<file path="config.mk">
export PLATFORM = sky130hd
export DESIGN_NAME = mem_port_arbiter
export DESIGN_NICKNAME = d
export VERILOG_FILES = /design/src/rtl/mem_port_arbiter.sv
export SDC_FILE = /design/constraint.sdc
export NUM_CORES = 1
export LEC_CHECK = 0
export ABC_CLOCK_PERIOD_IN_PS = 1700
export CAP_MARGIN = 5
export CELL_PAD_IN_SITES_DETAIL_PLACEMENT = 1
export CELL_PAD_IN_SITES_GLOBAL_PLACEMENT = 1
export CORE_MARGIN = 3
export CORE_UTILIZATION = 24
export DETAILED_ROUTE_END_ITERATION = 10
export PLACE_DENSITY = 0.76
export SYNTH_ARGS = -nofsm -noshare
export SYNTH_HDL_FRONTEND = slang
export SYNTH_SLANG_ARGS = --single-unit
</file>
<file path="constraint.sdc">
create_clock -name clk -period 1.7 [get_ports clk]
set_input_delay 0.34 -clock clk [delete_from_list [all_inputs] [get_ports clk]]
set_output_delay 0.34 -clock clk [all_outputs]
set_load 0.05 [all_outputs]
</file>
<file path="src/rtl/mem_port_arbiter.sv">
// Round-robin arbiter sharing one data-memory port between instruction fetch (m0) and load/store (m1).
// Optional timeout watchdog with mem_err output is enabled by defining MEM_ARB_TIMEOUT_EN.
module mem_port_arbiter #(
    parameter int TIMEOUT = 64,
    parameter int CNT_W   = 8
) (
    input  logic        clk,
    input  logic        rst,
    input  logic        m0_req_valid,
    output logic        m0_req_ready,
    input  logic        m0_we,
    input  logic [2:0]  m0_op,
    input  logic [31:0] m0_addr,
    input  logic [31:0] m0_wdata,
    output logic        m0_resp_valid,
    output logic [31:0] m0_rdata,
    input  logic        m1_req_valid,
    output logic        m1_req_ready,
    input  logic        m1_we,
    input  logic [2:0]  m1_op,
    input  logic [31:0] m1_addr,
    input  logic [31:0] m1_wdata,
    output logic        m1_resp_valid,
    output logic [31:0] m1_rdata,
    output logic        mem_valid,
    input  logic        mem_ready,
    output logic        mem_we,
    output logic [31:0] mem_addr,
    output logic [31:0] mem_wdata,
    output logic [2:0]  mem_len,
    input  logic        mem_resp_valid,
    input  logic [31:0] mem_rdata
`ifdef MEM_ARB_TIMEOUT_EN
    ,
    output logic        mem_err
`endif
);

    localparam logic [1:0] IDLE  = 2'd0;
    localparam logic [1:0] ISSUE = 2'd1;
    localparam logic [1:0] WAIT  = 2'd2;
    localparam logic [1:0] RESP  = 2'd3;

    generate
        if ((1 << CNT_W) <= TIMEOUT) begin : g_bad_cfg
            $error("CNT_W too narrow to count to TIMEOUT");
        end
    endgenerate

    logic [1:0]  state;
    logic        last_grant;
    logic        grant;
    logic        we_q;
    logic [2:0]  op_q;
    logic [31:0] addr_q;
    logic [31:0] wdata_q;
    logic [31:0] rdata_q;

    logic        any_req;
    logic        pick;
    logic        op_legal;

    function automatic logic [31:0] extend(input logic [2:0] op, input logic [31:0] d);
        case (op)
            3'b000:  extend = {{24{d[7]}}, d[7:0]};
            3'b001:  extend = {{16{d[15]}}, d[15:0]};
            3'b100:  extend = {24'h0, d[7:0]};
            3'b101:  extend = {16'h0, d[15:0]};
            default: extend = d;
        endcase
    endfunction

    // On a tie the requester that did not win last time is chosen.
    assign any_req  = m0_req_valid | m1_req_valid;
    assign pick     = m1_req_valid & (~m0_req_valid | ~last_grant);
    assign op_legal = (op_q[1:0] != 2'b11) && (op_q != 3'b110);

    assign m0_req_ready = (state == IDLE) && !rst && any_req && !pick;
    assign m1_req_ready = (state == IDLE) && !rst && any_req && pick;

    assign mem_valid = (state == ISSUE) && op_legal;
    assign mem_we    = we_q;
    assign mem_addr  = addr_q;
    assign mem_wdata = wdata_q;

    always_comb begin
        mem_len = 3'd0;
        if (mem_valid) begin
            case (op_q[1:0])
                2'b00:   mem_len = 3'd1;
                2'b01:   mem_len = 3'd2;
                2'b10:   mem_len = 3'd4;
                default: mem_len = 3'd0;
            endcase
        end
    end

    assign m0_resp_valid = (state == RESP) && !grant;
    assign m1_resp_valid = (state == RESP) && grant;
    assign m0_rdata      = m0_resp_valid ? rdata_q : 32'h0;
    assign m1_rdata      = m1_resp_valid ? rdata_q : 32'h0;

`ifdef MEM_ARB_TIMEOUT_EN
    logic [CNT_W-1:0] cnt;
    logic             err_q;

    assign mem_err = (state == RESP) && err_q;
`endif

    always_ff @(posedge clk) begin
        if (rst) begin
            state      <= IDLE;
            last_grant <= 1'b1;
            grant      <= 1'b0;
            we_q       <= 1'b0;
            op_q       <= 3'b000;
            addr_q     <= 32'h0;
            wdata_q    <= 32'h0;
            rdata_q    <= 32'h0;
`ifdef MEM_ARB_TIMEOUT_EN
            cnt        <= '0;
            err_q      <= 1'b0;
`endif
        end else begin
            case (state)
                IDLE: begin
                    if (any_req) begin
                        grant      <= pick;
                        last_grant <= pick;
                        we_q       <= pick ? m1_we    : m0_we;
                        op_q       <= pick ? m1_op    : m0_op;
                        addr_q     <= pick ? m1_addr  : m0_addr;
                        wdata_q    <= pick ? m1_wdata : m0_wdata;
                        rdata_q    <= 32'h0;
`ifdef MEM_ARB_TIMEOUT_EN
                        err_q      <= 1'b0;
`endif
                        state      <= ISSUE;
                    end
                end
                ISSUE: begin
                    // Illegal ops never reach memory and answer with zero data.
                    if (!op_legal) begin
                        rdata_q <= 32'h0;
                        state   <= RESP;
                    end else if (mem_ready) begin
`ifdef MEM_ARB_TIMEOUT_EN
                        cnt     <= '0;
`endif
                        state   <= WAIT;
                    end
                end
                WAIT: begin
                    if (mem_resp_valid) begin
                        rdata_q <= we_q ? 32'h0 : extend(op_q, mem_rdata);
                        state   <= RESP;
                    end
`ifdef MEM_ARB_TIMEOUT_EN
                    else if (cnt == CNT_W'(TIMEOUT - 1)) begin
                        rdata_q <= 32'hDEADBEEF;
                        err_q   <= 1'b1;
                        state   <= RESP;
                    end else begin
                        cnt <= cnt + 1'b1;
                    end
`endif
                end
                default: begin
                    state <= IDLE;
                end
            endcase
        end
    end

endmodule

</file>
==> results <==
- The flow ran to the end, but the final reports show violations.
- The checks that failed: setup timing.
- The final count of negative-setup-slack endpoints is ~120.
- The die is 151 um tall.
- Summing internal, switching and leakage power gives 14.9 mW.
- The setup path with the least slack is of type reg -> reg.
- Summed over all layers, the global routing overflow is 0.
- The repair_antennas step left the layout with diodes totalling 0.
- The detailed-router iteration count before antenna repair is 6.
- The leakage power total is roughly 4.4 nW.
- Leaving out filler cells and counting taps, the final layout contains 1,192.
- The number of routed nets with antenna violations is 0.
- Clock tree synthesis selected as its root buffer the cell sky130_fd_sc_hd__clkbuf_16.
- The flip-flop and latch count after synthesis is roughly 100.
- The share of total power in sequential cells is 23.4%.
- The tree built by TritonCTS fans out to 104 sinks.
- The maximum ir drop on the vdd rail is 766 uV.
- The final layout contains routed wiring with a total length of 24.4 mm.
- For this run, the leading register cell type out of synthesis is sky130_fd_sc_hd__dfxtp_1.
- Across all setup checks in the final design, the least slack found is -274 ps.
- Dividing the final minimum period by the clock period gives 116%.
- The data arrival time of the worst path is 2210 ps.
- The core region is 20,500 sq um.
- In this run the power density over the cells is 1370 nW/um^2.
- The die is around 150 um wide.
- The detailed-route wire length per cell is approximately 20 um.
- In this run the tool buffered the top-level ports with 310 buffer cells.
- The number of unique standard cell types used by synthesis is 44.
- The multi-input logic area is between 3000 and 4000 sq um.
- The fraction of power spent switching nets is between 40% and 50%.
- The combined buffer and inverter count along the critical path is 5.
- The number of antenna violations at the first check in global routing came to 2.
- The total placed cells including tap cells is 1,139.
- The clock latency of the later-clocked register in the worst-skew pair is 350 ps.
- The clock share of power is 15.0%.
- The maximum single-stage delay on the critical path is 530 ps.
- The number of H-tree levels is 3.
- Buffers inserted during clock tree synthesis total 9.
- The register area is 2090 sq um.
- Cells with a size suffix above 1 make up 41.2% of the layout.
- The DRC violation count after routing is 0.
- The global-route wire length before repair is between 30 and 40 mm.
- The combinational power share is 61.6%.
- Yosys mapped a number of flops with a built-in enable equal to 0.
- The clock-pin slew of the registers on the worst-case setup and hold paths is 80 ps.
- The synthesis-to-layout area growth is 114%.
- In the routed layout, each cell is associated on average with a via count of 4.91.
- In this run the deepest clock path goes through 2 buffers.
- The min-delay analysis places its worst path in the category reg -> reg.
- After the first detailed-routing iteration, the DRC count stood at 228.
- For this run, asynchronously set or reset flops after synthesis account for 0%.
- At the pin with the least slew margin, the transition time is roughly 410 ps.
- The signal on the critical path passes through inv_4 > buf_6 > ha_4 > buf_6 > a2111o_2 > buf_12 > buf_16 > nand3b_1 > o31ai_2.
- Adding up every negative setup slack in the final design gives -22,530 ps.
- The number of top-level pins is roughly 310.
- The final net count is about 1,100.
- The pin count of the biggest net entering global routing is between 40 and 50.
- Setup slack on the worst reg-to-reg path comes out at -270 ps.
- The startpoint type of the worst setup path is a register.
- The detailed-placement wirelength estimate is 16.4 mm.
- Counting the fill cells in the layout gives 2,172.
- The number of hold violations in the final report was 0.
- Detailed routing inserted a total of 5,853 vias.
- Row generation in the floorplan step produced 52 rows.
- The number of standard cells after synthesis is 561.
- Hold is met by approximately 450 ps.
- Setup repair after global routing could not meet its margin everywhere.
- Data on the critical path is required at its endpoint by 1930 ps.
- Cell internal power was estimated by the tool at ~8.4 mW.
- For this run, the number of Yosys warnings is 0.
- For the final database, setup skew stands at 14.0 ps.
- The critical path's slowest cell is sky130_fd_sc_hd__a2111o_2.
- Across the run, the number of max-cap violations was 0.
- Across every metal layer, demand over resource in global routing totals 19.2%.
- The number of nets in the synthesized netlist is 740.
- The initial cell density of the core is between 20% and 30%.
- The final critical delay including setup and external delays is about 2000 ps.
- The mean post-synth cell area is roughly 9 sq um.
- The maximum frequency from static timing analysis is slightly above 500 MHz.
- The count of pins over their slew limit is 0.
- The sequential cell area fraction in the yosys report is 41.1%.
- The net switching power of the design is 6.45 mW.
- In this run the cell area of the synthesized design comes to 5060 sq um.
- The most used cell along the critical path is sky130_fd_sc_hd__buf_6.
- The CTS tree is yes.
- The global placer's final weighted congestion is roughly 0.83.
- The largest delay contributor family on the critical path is compound AO/OA/AOI/OAI gates.
- The area enclosed by the die boundary is approximately 23,000 sq um.
- The via count of the first global-routing pass came to 5,959.
- Of all nets on the critical path, the largest fanout is 7.
- In this run the tightest slew margin relative to its limit is 72.9%.
- The sort of element at the end of the critical path is a register.
## cell usage in the layout (no fill, tap or decap), types with 22 or more instances in the layout
| cell | count |
|---|---|
| sky130_fd_sc_hd__clkdlybuf4s50_1 | 170 |
| sky130_fd_sc_hd__buf_4 | 102 |
| sky130_fd_sc_hd__dfxtp_1 | 101 |
| sky130_fd_sc_hd__buf_12 | 85 |
| sky130_fd_sc_hd__and2_4 | 52 |
| sky130_fd_sc_hd__mux2i_1 | 37 |
| sky130_fd_sc_hd__nor2_1 | 37 |
| sky130_fd_sc_hd__nand2_1 | 34 |
| sky130_fd_sc_hd__and3_4 | 32 |
| sky130_fd_sc_hd__nand3b_1 | 32 |
| sky130_fd_sc_hd__a21oi_1 | 26 |
| sky130_fd_sc_hd__buf_6 | 24 |
| sky130_fd_sc_hd__a211oi_1 | 23 |
| sky130_fd_sc_hd__a221o_1 | 22 |
## power groups by stage
stage                     registers, mW  clock network [mW]  logic [mW]
after global routing               3.55                2.38        9.71
after detailed placement           3.46                   0        6.88
final                              3.47                2.23        9.16
after CTS                          3.45                2.30        8.19
after global placement             3.43                   0        6.79
after floorplan                    5.00                   0        2.60
## state kept, by name, summed over array words and instances (netlist names)
register and count:
grant 1, last_grant 1, mem_addr 32, mem_wdata 32
mem_we 1, op_q 3, rdata_q 32, state 2
## kinds of logic after synthesis
family,share of synthesized area (%)
adders and majority gates,1.24
AOI/OAI and AO/OA,20.8
muxes,7.32
and+or+nand+nor,24.0
DFF,41.1
buffers and inverters,5.46
## routing by layer
metal  vias to the layer above  share of wire, %  GRT usage, %
li1                       2748                 -             -
met1                      2840                38          21.4
met2                       223                52          35.1
met3                        38               7.7          5.54
met4                         4               2.5          5.80
met5                         -              0.11             0
## repair_timing
action	in CTS	in global routing
buffers inserted	16	11
hold buffers	0	0
endpoints found under the setup margin	124	155
pin swaps	19	30
cloned	8	7
resized for setup	112	73
## final timing paths
check                           cells past startpoint    startpoint            to
worst max-delay path                                9      state[1]   rdata_q[29]
worst min register to register                      2  mem_wdata[7]  mem_wdata[7]
worst min-delay path                                2  mem_wdata[7]  mem_wdata[7]
worst max register to register                      9      state[1]   rdata_q[29]
## metrics by stage
step / util (%) / setup WS [ps] / area, sq um
6_report: 52.9 / -274 / 10800
4_1_cts: 50.6 / -267 / 10400
5_1_grt: 52.9 / -331 / 10800
2_1_floorplan: - / -154 / 5160
3_3_place_gp: 45.8 / -335 / 9380
3_5_place_dp: 45.8 / -343 / 9380
## synth_stat cells (2+ instances only)
library cell / count / share of area, %
sky130_fd_sc_hd__buf_6: 4 / 0.89
sky130_fd_sc_hd__nor2_2: 2 / 0.25
sky130_fd_sc_hd__nand3b_1: 32 / 4.7
sky130_fd_sc_hd__and3_1: 32 / 4.0
sky130_fd_sc_hd__nand3_1: 8 / 0.79
sky130_fd_sc_hd__nor2b_1: 3 / 0.37
sky130_fd_sc_hd__a22oi_1: 12 / 1.8
sky130_fd_sc_hd__nand2_1: 37 / 2.7
sky130_fd_sc_hd__nor3b_1: 2 / 0.30
sky130_fd_sc_hd__o21ai_0: 8 / 0.79
sky130_fd_sc_hd__inv_1: 4 / 0.30
sky130_fd_sc_hd__a211oi_1: 34 / 5.0
sky130_fd_sc_hd__and2_1: 35 / 4.3
sky130_fd_sc_hd__nor2_1: 37 / 2.7
sky130_fd_sc_hd__o31ai_2: 7 / 1.7
sky130_fd_sc_hd__buf_4: 3 / 0.44
sky130_fd_sc_hd__o21ai_1: 12 / 1.2
sky130_fd_sc_hd__a21boi_1: 2 / 0.30
sky130_fd_sc_hd__dfxtp_1: 104 / 41
sky130_fd_sc_hd__a21oi_1: 26 / 2.6
sky130_fd_sc_hd__o31ai_1: 9 / 1.3
sky130_fd_sc_hd__clkbuf_1: 34 / 2.5
sky130_fd_sc_hd__buf_2: 11 / 1.1
sky130_fd_sc_hd__buf_1: 2 / 0.15
sky130_fd_sc_hd__and2_0: 21 / 2.6
sky130_fd_sc_hd__a221o_1: 22 / 4.3
sky130_fd_sc_hd__ha_1: 5 / 1.2
sky130_fd_sc_hd__mux2i_1: 37 / 7.3
## worst min-delay path, cell delays in order (launching register included)
cell and delay [ps]:
sky130_fd_sc_hd__dfxtp_1 310, sky130_fd_sc_hd__nand2_1 50, sky130_fd_sc_hd__o21ai_1 50
## layout make-up
class,count,area share [%]
Clock buffer,10,2.20
Timing Repair Buffer,399,44.5
Sequential cell,104,19.3
Inverter,5,0.219
Multi-Input combinational cell,398,30.0
Tap cell,270,3.12
Clock inverter,6,0.681
Power figures use the tool's default switching activity.
